### src/rtl/usb_dev_rx.sv
// usb_dev_rx: device-side USB low/full-speed packet receiver.
// Samples DP/DM once per clock, matches SYNC, NRZI-decodes, drops stuffed
// bits, assembles LSB-first bytes and closes the packet on EOP with a
// sticky status word {se1, stuff, align, eop}.
module usb_dev_rx #(
    parameter logic [6:0] MAX_BYTES = 7'd127
) (
    input  logic       clk,
    input  logic       rst,
    input  logic       dp,
    input  logic       dm,
    input  logic       rx_en,
    output logic       pkt_start,
    output logic       byte_valid,
    output logic [7:0] byte_out,
    output logic       pkt_end,
    output logic       pkt_ok,
    output logic [3:0] err,
    output logic [6:0] byte_cnt
);

    typedef enum logic [1:0] {
        ST_IDLE = 2'd0,
        ST_SYNC = 2'd1,
        ST_DATA = 2'd2,
        ST_EOP  = 2'd3
    } state_t;

    // Bit positions inside the error word
    localparam int ERR_SE1   = 3;
    localparam int ERR_STUFF = 2;
    localparam int ERR_ALIGN = 1;
    localparam int ERR_EOP   = 0;

    // Saturating increment used by the per-packet byte counter
    function automatic logic [6:0] sat_inc7(input logic [6:0] v, input logic [6:0] lim);
        logic [6:0] r;
        if (v >= lim) begin
            r = lim;
        end else begin
            r = v + 7'd1;
        end
        return r;
    endfunction

    // SYNC pattern K J K J K J K K: K on odd positions and on the last one
    function automatic logic sync_expect_k(input logic [3:0] idx);
        return idx[0] | (idx == 4'd8);
    endfunction

    // ------------------------------------------------------------------
    // State and output registers
    // ------------------------------------------------------------------
    state_t     state_q;
    logic       prev_k_q;      // previous decoded bus level, 1 = K, 0 = J
    logic [3:0] sync_idx_q;    // number of SYNC samples matched so far
    logic [2:0] ones_cnt_q;    // consecutive decoded 1s for destuffing
    logic [2:0] bit_cnt_q;     // data bits shifted into the current byte
    logic [7:0] shreg_q;
    logic [1:0] se0_cnt_q;     // SE0 samples seen in EOP, saturating at 3
    logic [3:0] err_q;
    logic [6:0] byte_cnt_q;
    logic [7:0] byte_out_q;
    logic       pkt_start_q;
    logic       byte_valid_q;
    logic       pkt_end_q;
    logic       pkt_ok_q;

    // ------------------------------------------------------------------
    // Combinational decode of the current sample
    // ------------------------------------------------------------------
    logic       is_j;
    logic       is_k;
    logic       is_se0;
    logic       is_se1;
    logic       rx_bit;
    logic       sync_match;
    logic [3:0] sync_idx_d;
    logic [7:0] shreg_d;
    logic [2:0] ones_cnt_d;
    logic       eop_bad;
    logic [3:0] err_end_d;

    // Line-state decode, NRZI bit recovery and next-value helpers
    always_comb begin
        is_j       = dp & ~dm;
        is_k       = ~dp & dm;
        is_se0     = ~dp & ~dm;
        is_se1     = dp & dm;
        // SE1 inside data is flagged but decoded as a J level (is_k = 0)
        rx_bit     = (is_k == prev_k_q);
        sync_idx_d = sync_idx_q + 4'd1;
        if (sync_expect_k(sync_idx_d)) begin
            sync_match = is_k;
        end else begin
            sync_match = is_j;
        end
        shreg_d    = {rx_bit, shreg_q[7:1]};
        if (rx_bit) begin
            ones_cnt_d = ones_cnt_q + 3'd1;
        end else begin
            ones_cnt_d = 3'd0;
        end
        // Only exactly two SE0 followed by J is a clean EOP
        eop_bad    = ~is_j | (se0_cnt_q != 2'd2);
        err_end_d  = err_q | {3'b000, eop_bad};
    end

    // Receiver FSM: SYNC match, destuffing, byte assembly, EOP and status pulses
    always_ff @(posedge clk) begin
        if (rst) begin
            state_q      <= ST_IDLE;
            prev_k_q     <= 1'b0;
            sync_idx_q   <= 4'd0;
            ones_cnt_q   <= 3'd0;
            bit_cnt_q    <= 3'd0;
            shreg_q      <= 8'd0;
            se0_cnt_q    <= 2'd0;
            err_q        <= 4'd0;
            byte_cnt_q   <= 7'd0;
            byte_out_q   <= 8'd0;
            pkt_start_q  <= 1'b0;
            byte_valid_q <= 1'b0;
            pkt_end_q    <= 1'b0;
            pkt_ok_q     <= 1'b0;
        end else begin
            // Pulses default low; each branch raises the one it needs
            pkt_start_q  <= 1'b0;
            byte_valid_q <= 1'b0;
            pkt_end_q    <= 1'b0;
            pkt_ok_q     <= 1'b0;
            if (!rx_en) begin
                // Abort: drop any partial byte, keep err/byte_cnt for inspection
                state_q   <= ST_IDLE;
                bit_cnt_q <= 3'd0;
                shreg_q   <= 8'd0;
            end else begin
                case (state_q)
                    ST_IDLE: begin
                        if (is_k) begin
                            state_q    <= ST_SYNC;
                            sync_idx_q <= 4'd1;
                        end else begin
                            state_q    <= ST_IDLE;
                        end
                    end
                    ST_SYNC: begin
                        if (!sync_match) begin
                            state_q <= ST_IDLE;
                        end else if (sync_idx_d == 4'd8) begin
                            state_q     <= ST_DATA;
                            err_q       <= 4'd0;
                            byte_cnt_q  <= 7'd0;
                            bit_cnt_q   <= 3'd0;
                            shreg_q     <= 8'd0;
                            prev_k_q    <= 1'b1;
                            // The trailing SYNC 1 already counts toward stuffing
                            ones_cnt_q  <= 3'd1;
                            pkt_start_q <= 1'b1;
                        end else begin
                            sync_idx_q <= sync_idx_d;
                        end
                    end
                    ST_DATA: begin
                        if (is_se0) begin
                            state_q   <= ST_EOP;
                            se0_cnt_q <= 2'd1;
                            if (bit_cnt_q != 3'd0) begin
                                err_q[ERR_ALIGN] <= 1'b1;
                            end else begin
                                err_q[ERR_ALIGN] <= err_q[ERR_ALIGN];
                            end
                            bit_cnt_q <= 3'd0;
                        end else begin
                            if (is_se1) begin
                                err_q[ERR_SE1] <= 1'b1;
                            end else begin
                                err_q[ERR_SE1] <= err_q[ERR_SE1];
                            end
                            prev_k_q <= is_k;
                            if (ones_cnt_q == 3'd6) begin
                                // Stuff slot: must be a transition (0), never shifted in
                                ones_cnt_q <= 3'd0;
                                if (rx_bit) begin
                                    err_q[ERR_STUFF] <= 1'b1;
                                end else begin
                                    err_q[ERR_STUFF] <= err_q[ERR_STUFF];
                                end
                            end else begin
                                shreg_q    <= shreg_d;
                                ones_cnt_q <= ones_cnt_d;
                                if (bit_cnt_q == 3'd7) begin
                                    byte_out_q   <= shreg_d;
                                    byte_valid_q <= 1'b1;
                                    bit_cnt_q    <= 3'd0;
                                    byte_cnt_q   <= sat_inc7(byte_cnt_q, MAX_BYTES);
                                end else begin
                                    bit_cnt_q <= bit_cnt_q + 3'd1;
                                end
                            end
                        end
                    end
                    ST_EOP: begin
                        if (is_se0) begin
                            if (se0_cnt_q == 2'd3) begin
                                err_q[ERR_EOP] <= 1'b1;
                            end else begin
                                se0_cnt_q <= se0_cnt_q + 2'd1;
                                // Reaching a third SE0 already makes the EOP too long
                                if (se0_cnt_q == 2'd2) begin
                                    err_q[ERR_EOP] <= 1'b1;
                                end else begin
                                    err_q[ERR_EOP] <= err_q[ERR_EOP];
                                end
                            end
                        end else begin
                            err_q     <= err_end_d;
                            pkt_end_q <= 1'b1;
                            pkt_ok_q  <= (err_end_d == 4'd0);
                            state_q   <= ST_IDLE;
                        end
                    end
                    default: begin
                        state_q <= ST_IDLE;
                    end
                endcase
            end
        end
    end

    assign pkt_start  = pkt_start_q;
    assign byte_valid = byte_valid_q;
    assign byte_out   = byte_out_q;
    assign pkt_end    = pkt_end_q;
    assign pkt_ok     = pkt_ok_q;
    assign err        = err_q;
    assign byte_cnt   = byte_cnt_q;

endmodule

### config.mk
export PLATFORM = sky130hd
export DESIGN_NAME = usb_dev_rx
export DESIGN_NICKNAME = d
export VERILOG_FILES = /design/src/rtl/usb_dev_rx.sv
export SDC_FILE = /design/constraint.sdc
export NUM_CORES = 1
export LEC_CHECK = 0
export BUFFER_PORTS_ARGS = -buffer_cell sky130_fd_sc_hd__buf_4
export CORE_MARGIN = 2
export CORE_UTILIZATION = 58
export CTS_CLUSTER_SIZE = 40
export DETAILED_ROUTE_END_ITERATION = 7
export GPL_ROUTABILITY_DRIVEN = 1
export GPL_TIMING_DRIVEN = 0
export PLACE_DENSITY = 0.79
export SYNTH_ARGS = -nofsm -noshare
export SYNTH_HDL_FRONTEND = slang
export SYNTH_SLANG_ARGS = --single-unit
export TNS_END_PERCENT = 1
### constraint.sdc
create_clock -name clk -period 2.3 [get_ports clk]
set_input_delay 0.23 -clock clk [delete_from_list [all_inputs] [get_ports clk]]
set_output_delay 0.23 -clock clk [all_outputs]
set_load 0.005 [all_outputs]
==> impl_metrics.csv, run 1 <==
group,metric,value,unit
floorplanning,ioPinCount,28,
run_status,outcome,"finished, final reports clean",
critical_path,crit_path_start_kind,"flop",
critical_path,required,2.53,ns
timing,drv_slew,0,
timing,period_share,0.928,
synth,synth_flop_cell,"dfxtp_1",
cts,max-clock-path-buffers,2,
critical_path,path_max_fanout,10,
power_and_ir_drop,switching_share,0.236,
routing,final_antenna_net_count,0,
power_and_ir_drop,powerDensity,490,nW/um2
synth,synth_fa_ha_area_frac,0.0721,
synth,synth_area_leaders,"dfxtp_1 37%, ha_1 7.2%, mux2i_1 4.9%, nor2_1 3.9%, nand2_1 3.7%",
floorplanning,placementRows,23,
cts,cts_buffers,5,
timing,rsz0062_at_grt,"false",
critical_path,r2r_slack,0.17,ns
cts,clkTransAtPathRegs,0.08,ns
global_route,globalRouteOverflowTotal,0,
synth,synth-xor-area-share,0.00721,
synth,async_reset_ff_frac,0,
power_and_ir_drop,p_leak,1.06,nW
synth,synthMuxAreaShare,0.0587,
final_layout,layout-drive-gt1-share,0.188,
critical_path,r2r-end,"byte_cnt[5]$_SDFFE_PP0P_",
routing,vias,2184,
placement,gp_congestion,0.904,
final_layout,area_growth,15.4,%
routing,postRouteWirelength,5.50,mm
cts,htree_num_levels,2,
synth,synth_top_family_by_area,"compound AO/OA/AOI/OAI gates",
power_and_ir_drop,power.total,0.00138,W
cts,cts-root-buf,"clkbuf_8",
floorplanning,die_w,68.7,um
synth,synth.distinct_cells,54,
final_layout,fin_util,0.697,
final_layout,final_nets,332,
power_and_ir_drop,peakVddDrop,0.367,mV
timing,max_freq,469,MHz
placement,hpwlAfterDp,3.98,mm
synth,synth_most_common_cell,"dfxtp_1",
global_route,grt_pass1_vias,1883,
power_and_ir_drop,p_switching,0.000325,W
min_path,hp-start,"rst",
floorplanning,fp.dieH,68.7,um
timing,setup_violations,0,
cts,clock-sinks,45,
global_route,grt_pass1_wl,8.64,mm
placement,dp_cells,356,
floorplanning,start_util,0.603,
critical_path,cp_slowest_stage_delay,0.44,ns
cts,worstSkewPairLatency,0.31,ns
timing,relSlewSlack,0.497,
min_path,min_path_type,"in2reg",
run,maxCapViolations,0,
synth,synth-compound-area-share,0.227,
routing,drtIter0Drc,146,
global_route,grt_start_max_net_pins,15,
floorplanning,dieArea,4730,um2
critical_path,endpoint_kind,"flop",
min_path,holdPathStages,4,
global_route,antenna_found_initial,0,
timing,hold_viol_final,0,
power_and_ir_drop,clockPowerShare,0.371,
synth,synth_cells,279,
critical_path,r2r-start,"sync_idx_q[1]$_SDFFE_PP0P_",
synth,yosys.area.top_type_share,0.371,
synth,yosys.area.top_type,"dfxtp_1",
critical_path,crit_arrival,2.36,ns
global_route,grt_usage,0.246,
synth,synth-simple-area-share,0.214,
timing,period_needed,2.13,ns
timing,worstMarginPinSlew,0.754,ns
synth,synthTopCellsByCount,"45 x dfxtp_1, 25 x nor2_1, 24 x nand2_1, 14 x ha_1, 14 x o21ai_0",
critical_path,path_cells,"ha_2 -> nand4b_1 -> a211o_1 -> a221oi_4 -> buf_6 -> a31oi_1 -> a211oi_2",
power_and_ir_drop,p_int,0.00105,W
routing,drc_errors,0,
synth,synth_seq_area_share,0.371,
timing,fin_hold_ws,0.287,ns
synth,avgSynthCellArea,8.71,um2
final_layout,final_cells,364,
timing,final.setup.tns,0,ns
cts,cts_tree,"built",
placement,portBuffers,27,
power_and_ir_drop,power_frac_seq,0.568,
routing,viasPerCell,6.00,
critical_path,critPathKind,"reg2reg",
critical_path,slowest_stage,"dfxtp_1",
synth,syn-cell-area,2430,um2
critical_path,r2r_cells,7,
final_layout,antenna_cells,0,
synth,synth-edff-count,0,
synth,syn_nets,298,
synth,ys_warn_count,0,
power_and_ir_drop,combPwrFrac,0.060,
synth,ys_seq_elements,45,
routing,wl_per_cell,15.1,um
cts,hold_buffers,0,
timing,fin_skew,0.0101,ns
floorplanning,core,4030,um2
routing,dr.pass1.iters,4,
cells in the final DEF (no fill, tap or decap), drive strengths merged, types with 2 or more instances in the layout:
master,synthesis,routed
dfxtp,45,45
nand2,24,24
nand3b,4,4
o21ai,15,15
nor2,25,25
buf,7,34
a32o,2,2
and3,6,6
nand4,2,2
a41oi,4,4
mux2i,12,12
nor2b,3,3
xnor2,2,2
a2111oi,2,2
nand3,13,13
o311a,2,2
a21o,3,3
nand4b,2,2
a21oi,10,10
a31oi,4,4
inv,11,11
ha,14,14
o31ai,2,2
nor3,7,7
clkinv,1,2
a311oi,5,5
or2,3,3
and4,2,2
o211ai,3,3
nand2b,8,8
a221oi,2,2
mux2,2,2
clkbuf,9,15
a211oi,9,9
through the flow:
step,instance area (um2),setup slack [ns]
final,2810,0.166
after global routing,2810,0.0149
after CTS,2790,0.122
after detailed placement,2700,0.155
after global placement,2700,0.127
after floorplan,2430,0.395
worst max-delay path by stage:
stage | start | end | depth (start not counted)
6_report | sync_idx_q[1]$_SDFFE_PP0P_ | byte_cnt[5]$_SDFFE_PP0P_ | 7
5_1_grt | state_q[0]$_SDFFE_PP0P_ | byte_out[7]$_SDFFE_PP0P_ | 9
4_1_cts | state_q[0]$_SDFFE_PP0P_ | state_q[0]$_SDFFE_PP0P_ | 8
3_5_place_dp | state_q[0]$_SDFFE_PP0P_ | state_q[0]$_SDFFE_PP0P_ | 8
3_3_place_gp | state_q[0]$_SDFFE_PP0P_ | state_q[0]$_SDFFE_PP0P_ | 8
2_1_floorplan | state_q[0]$_SDFFE_PP0P_ | err[0]$_SDFFE_PP0P_ | 7
metal layers:
layer	routed length, um	part of all wire	global-route usage	vias to the layer above
met1	2530	0.46	0.335	1005
met3	383	0.070	0.0373	10
met2	2490	0.45	0.387	70
met5	0	0	0	-
li1	-	-	-	1099
met4	102	0.019	0.105	0
registers in the layout, indices dropped and copies added (netlist names), named ones only:
signal	flops
byte_out	8
byte_cnt	7
shreg_q	7
err	4
sync_idx_q	4
bit_cnt_q	3
ones_cnt_q	3
se0_cnt_q	2
byte_valid	1
pkt_end	1
pkt_ok	1
pkt_start	1
prev_k_q	1
state_q	1
layout make-up:
class	count	area, um2
Multi-Input combinational cell	206	1420
Fill cell	347	1220
Sequential cell	45	901
Timing Repair Buffer	27	203
Clock buffer	6	82.6
Buffer	16	78.8
Tap cell	50	62.6
Inverter	12	48.8
Clock inverter	2	13.8
logic make-up after synthesis:
kind of cell	count (synthesis)
compound gates	73
xor+xnor	2
fa+ha+maj	14
buf+inv	28
flops	45
mux	14
simple gates	103
critical path: cells and delay by family (launching register included):
kind            cells  cell delay (ns)
compound gates      4             1.03
buf+inv             1             0.20
fa+ha+maj           1             0.27
flops               1             0.44
simple gates        1             0.12
power by group through the flow:
stage | Combinational [W] | Sequential [W] | Clock (W)
global placement | 0.0000796 | 0.000800 | 0
floorplan | 0.0000547 | 0.000800 | 0
detailed placement | 0.0000796 | 0.000800 | 0
global route | 0.0000918 | 0.000783 | 0.000549
CTS | 0.0000798 | 0.000782 | 0.000520
finish | 0.0000830 | 0.000782 | 0.000511
timing repair:
item / in CTS / in global routing
endpoints found under the hold margin: 0 / 0
resized for setup: 0 / 5
setup endpoints to repair: 0 / 5
setup buffers: 0 / 0
No activity file was read; power rests on OpenSTA's default activity.
==> run 2, diff against run 1 <==
--- a/config.mk
+++ b/config.mk
@@ -7,12 +7,12 @@
 export LEC_CHECK = 0
 export BUFFER_PORTS_ARGS = -buffer_cell sky130_fd_sc_hd__buf_4
 export CORE_MARGIN = 2
-export CORE_UTILIZATION = 58
+export CORE_UTILIZATION = 60
 export CTS_CLUSTER_SIZE = 40
 export DETAILED_ROUTE_END_ITERATION = 7
 export GPL_ROUTABILITY_DRIVEN = 1
 export GPL_TIMING_DRIVEN = 0
-export PLACE_DENSITY = 0.79
+export PLACE_DENSITY = 0.82
 export SYNTH_ARGS = -nofsm -noshare
 export SYNTH_HDL_FRONTEND = slang
 export SYNTH_SLANG_ARGS = --single-unit
==> constraint.sdc (replaced) <==
create_clock -name clk -period 2.7 [get_ports clk]
set_input_delay 0.27 -clock clk [delete_from_list [all_inputs] [get_ports clk]]
set_output_delay 0.27 -clock clk [all_outputs]
set_load 0.005 [all_outputs]
==> run 2 against run 1 <==
Against the previous run:
- sequential power shrank 15%
- cell count is the same
- sequential cell count unchanged
- worst hold slack lost 0.0098 ns
- worst setup slack improved by 0.31 ns
- maximum frequency down 3.9%
- highest routed layer unchanged
- non-clock buffer count unchanged
==> impl_metrics.csv, run 2 (synthesized netlist as in run 1, its figures left out) <==
group,metric,value,unit
run_status,outcome,"finished, final reports clean",
placement,portBuffers,27,
critical_path,required,2.92,ns
final_layout,final_cells,364,
min_path,hp-start,"rst",
critical_path,cp-startpoint,"state_q[0]$_SDFFE_PP0P_",
timing,period_share,0.823,
critical_path,slowest_stage,"o311a_1",
placement,gp_congestion,0.949,
routing,drtIter0Drc,134,
floorplanning,placementRows,23,
final_layout,final_area,2790,um2
critical_path,crit_arrival,2.44,ns
power_and_ir_drop,p_int,0.000871,W
power_and_ir_drop,switching_share,0.248,
cts,hold_buffers,0,
critical_path,cp_top_family,"compound AO/OA/AOI/OAI gates",
cts,cts-resized-gates,0,
timing,worstMarginPinSlew,0.799,ns
cts,worstSkewPairLatency,0.30,ns
routing,wl_per_cell,14.7,um
global_route,antenna_found_initial,0,
critical_path,cp_slowest_stage_delay,0.38,ns
final_layout,largest_reg_flops,8,
routing,dr.pass1.iters,4,
placement,hpwlAfterDp,3.87,mm
critical_path,endpoint_kind,"flop",
floorplanning,die_w,67.7,um
global_route,globalRouteOverflowTotal,0,
power_and_ir_drop,p_leak,1.05,nW
power_and_ir_drop,powerDensity,416,nW/um2
routing,drc_errors,0,
timing,final.setup.tns,0,ns
critical_path,r2r-start,"state_q[0]$_SDFFE_PP0P_",
timing,rsz0062_at_grt,"false",
floorplanning,core,3940,um2
cts,cts-root-buf,"clkbuf_8",
timing,setup_violations,0,
routing,viasPerCell,5.97,
critical_path,path_max_fanout,10,
global_route,grt_start_max_net_pins,16,
final_layout,final_nets,332,
timing,drv_slew,0,
global_route,grt_usage,0.249,
cts,max-clock-path-buffers,2,
critical_path,worst-path-buf-inv,3,
routing,final_antenna_net_count,0,
run,maxCapViolations,0,
floorplanning,dieArea,4580,um2
placement,dp_cells,356,
power_and_ir_drop,peakVddDrop,0.333,mV
floorplanning,start_util,0.617,
global_route,grt_pass1_wl,8.57,mm
placement,place_area,2700,um2
critical_path,critPathKind,"reg2reg",
final_layout,fillers,337,
timing,fin_hold_ws,0.277,ns
final_layout,final_common_cell,"dfxtp_1",
cts,htree_num_levels,2,
final_layout,layout-drive-gt1-share,0.175,
routing,postRouteWirelength,5.36,mm
power_and_ir_drop,power_frac_seq,0.575,
timing,relSlewSlack,0.467,
routing,vias,2172,
timing,max_freq,450,MHz
final_layout,final_cell_mix,"45 x dfxtp_1, 28 x buf_4, 25 x nor2_1",
power_and_ir_drop,combPwrFrac,0.059,
cts,clock-sinks,45,
critical_path,crit_path_start_kind,"flop",
power_and_ir_drop,p_switching,0.000288,W
timing,period_needed,2.22,ns
cts,cts_buffers,5,
cts,clkTransAtPathRegs,0.09,ns
min_path,min_path_type,"in2reg",
timing,fin_skew,0.00782,ns
final_layout,area_growth,14.6,%
global_route,grt_pass1_vias,1853,
timing,hold_viol_final,0,
cts,post-cts-setup-buffers,0,
cts,cts_tree,"built",
power_and_ir_drop,clockPowerShare,0.366,
final_layout,antenna_cells,0,
floorplanning,ioPinCount,28,
floorplanning,fp.dieH,67.7,um
critical_path,path_cells,"inv_1 -> ha_1 -> buf_2 -> clkinv_1 -> o21ai_0 -> nand2_1 -> o311a_1 -> a211oi_1",
-- run 2: changes by cell type in the layout (fill, tap and decap cells not counted), sizes merged --
cell    before  now
inv         11   12
clkbuf      15   14
-- run 2: worst reg2reg max path: cells and delay by family (launching register included) --
family	cells	cell delay, ns
buffers and inverters	3	0.66
AO/OA/AOI/OAI	3	0.89
AND/OR/NAND/NOR	1	0.07
adder cells (fa/ha/maj)	1	0.16
flip-flops	1	0.35
-- run 2: layout make-up --
class | instances | area [um2] | share of cell area
Clock buffer | 5 | 68.8 | 0.0247
Multi-Input combinational cell | 206 | 1410 | 0.505
Inverter | 12 | 45.0 | 0.0162
Tap cell | 50 | 62.6 | 0.0225
Buffer | 16 | 77.6 | 0.0278
Timing Repair Buffer | 27 | 203 | 0.0727
Sequential cell | 45 | 901 | 0.323
Clock inverter | 3 | 21.3 | 0.00763
-- run 2: through the flow --
stage	setup slack (ns)	util	power (W)
global route	0.235	0.707	0.00120
CTS	0.500	0.707	0.00117
finish	0.479	0.707	0.00116
global placement	0.570	0.684	0.000748
floorplan	0.795	-	0.000728
detailed placement	0.527	0.684	0.000749
-- run 2: path summary, 6_finish.rpt --
| kind | to | slack (ns) | depth (start not counted) |
|---|---|---|---|
| worst max-delay path | err[2]$_SDFFE_PP0P_ | 0.48 | 8 |
| worst min-delay path | flop | 0.28 | 4 |
| worst max register to register | err[2]$_SDFFE_PP0P_ | 0.48 | 8 |
| worst min register to register | shreg_q[1]$_SDFFE_PP0P_ | 0.48 | 2 |
-- run 2: metal layers --
metal	vias up	global-route usage	routed length, um
li1	1097	-	-
met1	1005	0.346	2600
met2	62	0.387	2400
met3	8	0.0417	287
met4	0	0.0867	74
met5	-	0	0
-- run 2: power groups by stage --
stage	combinational, W	clock (W)	sequential, W
2_1_floorplan	0.0000466	0	0.000681
3_3_place_gp	0.0000666	0	0.000682
3_5_place_dp	0.0000673	0	0.000682
4_1_cts	0.0000676	0.000432	0.000666
5_1_grt	0.0000755	0.000454	0.000667
6_report	0.0000687	0.000424	0.000666
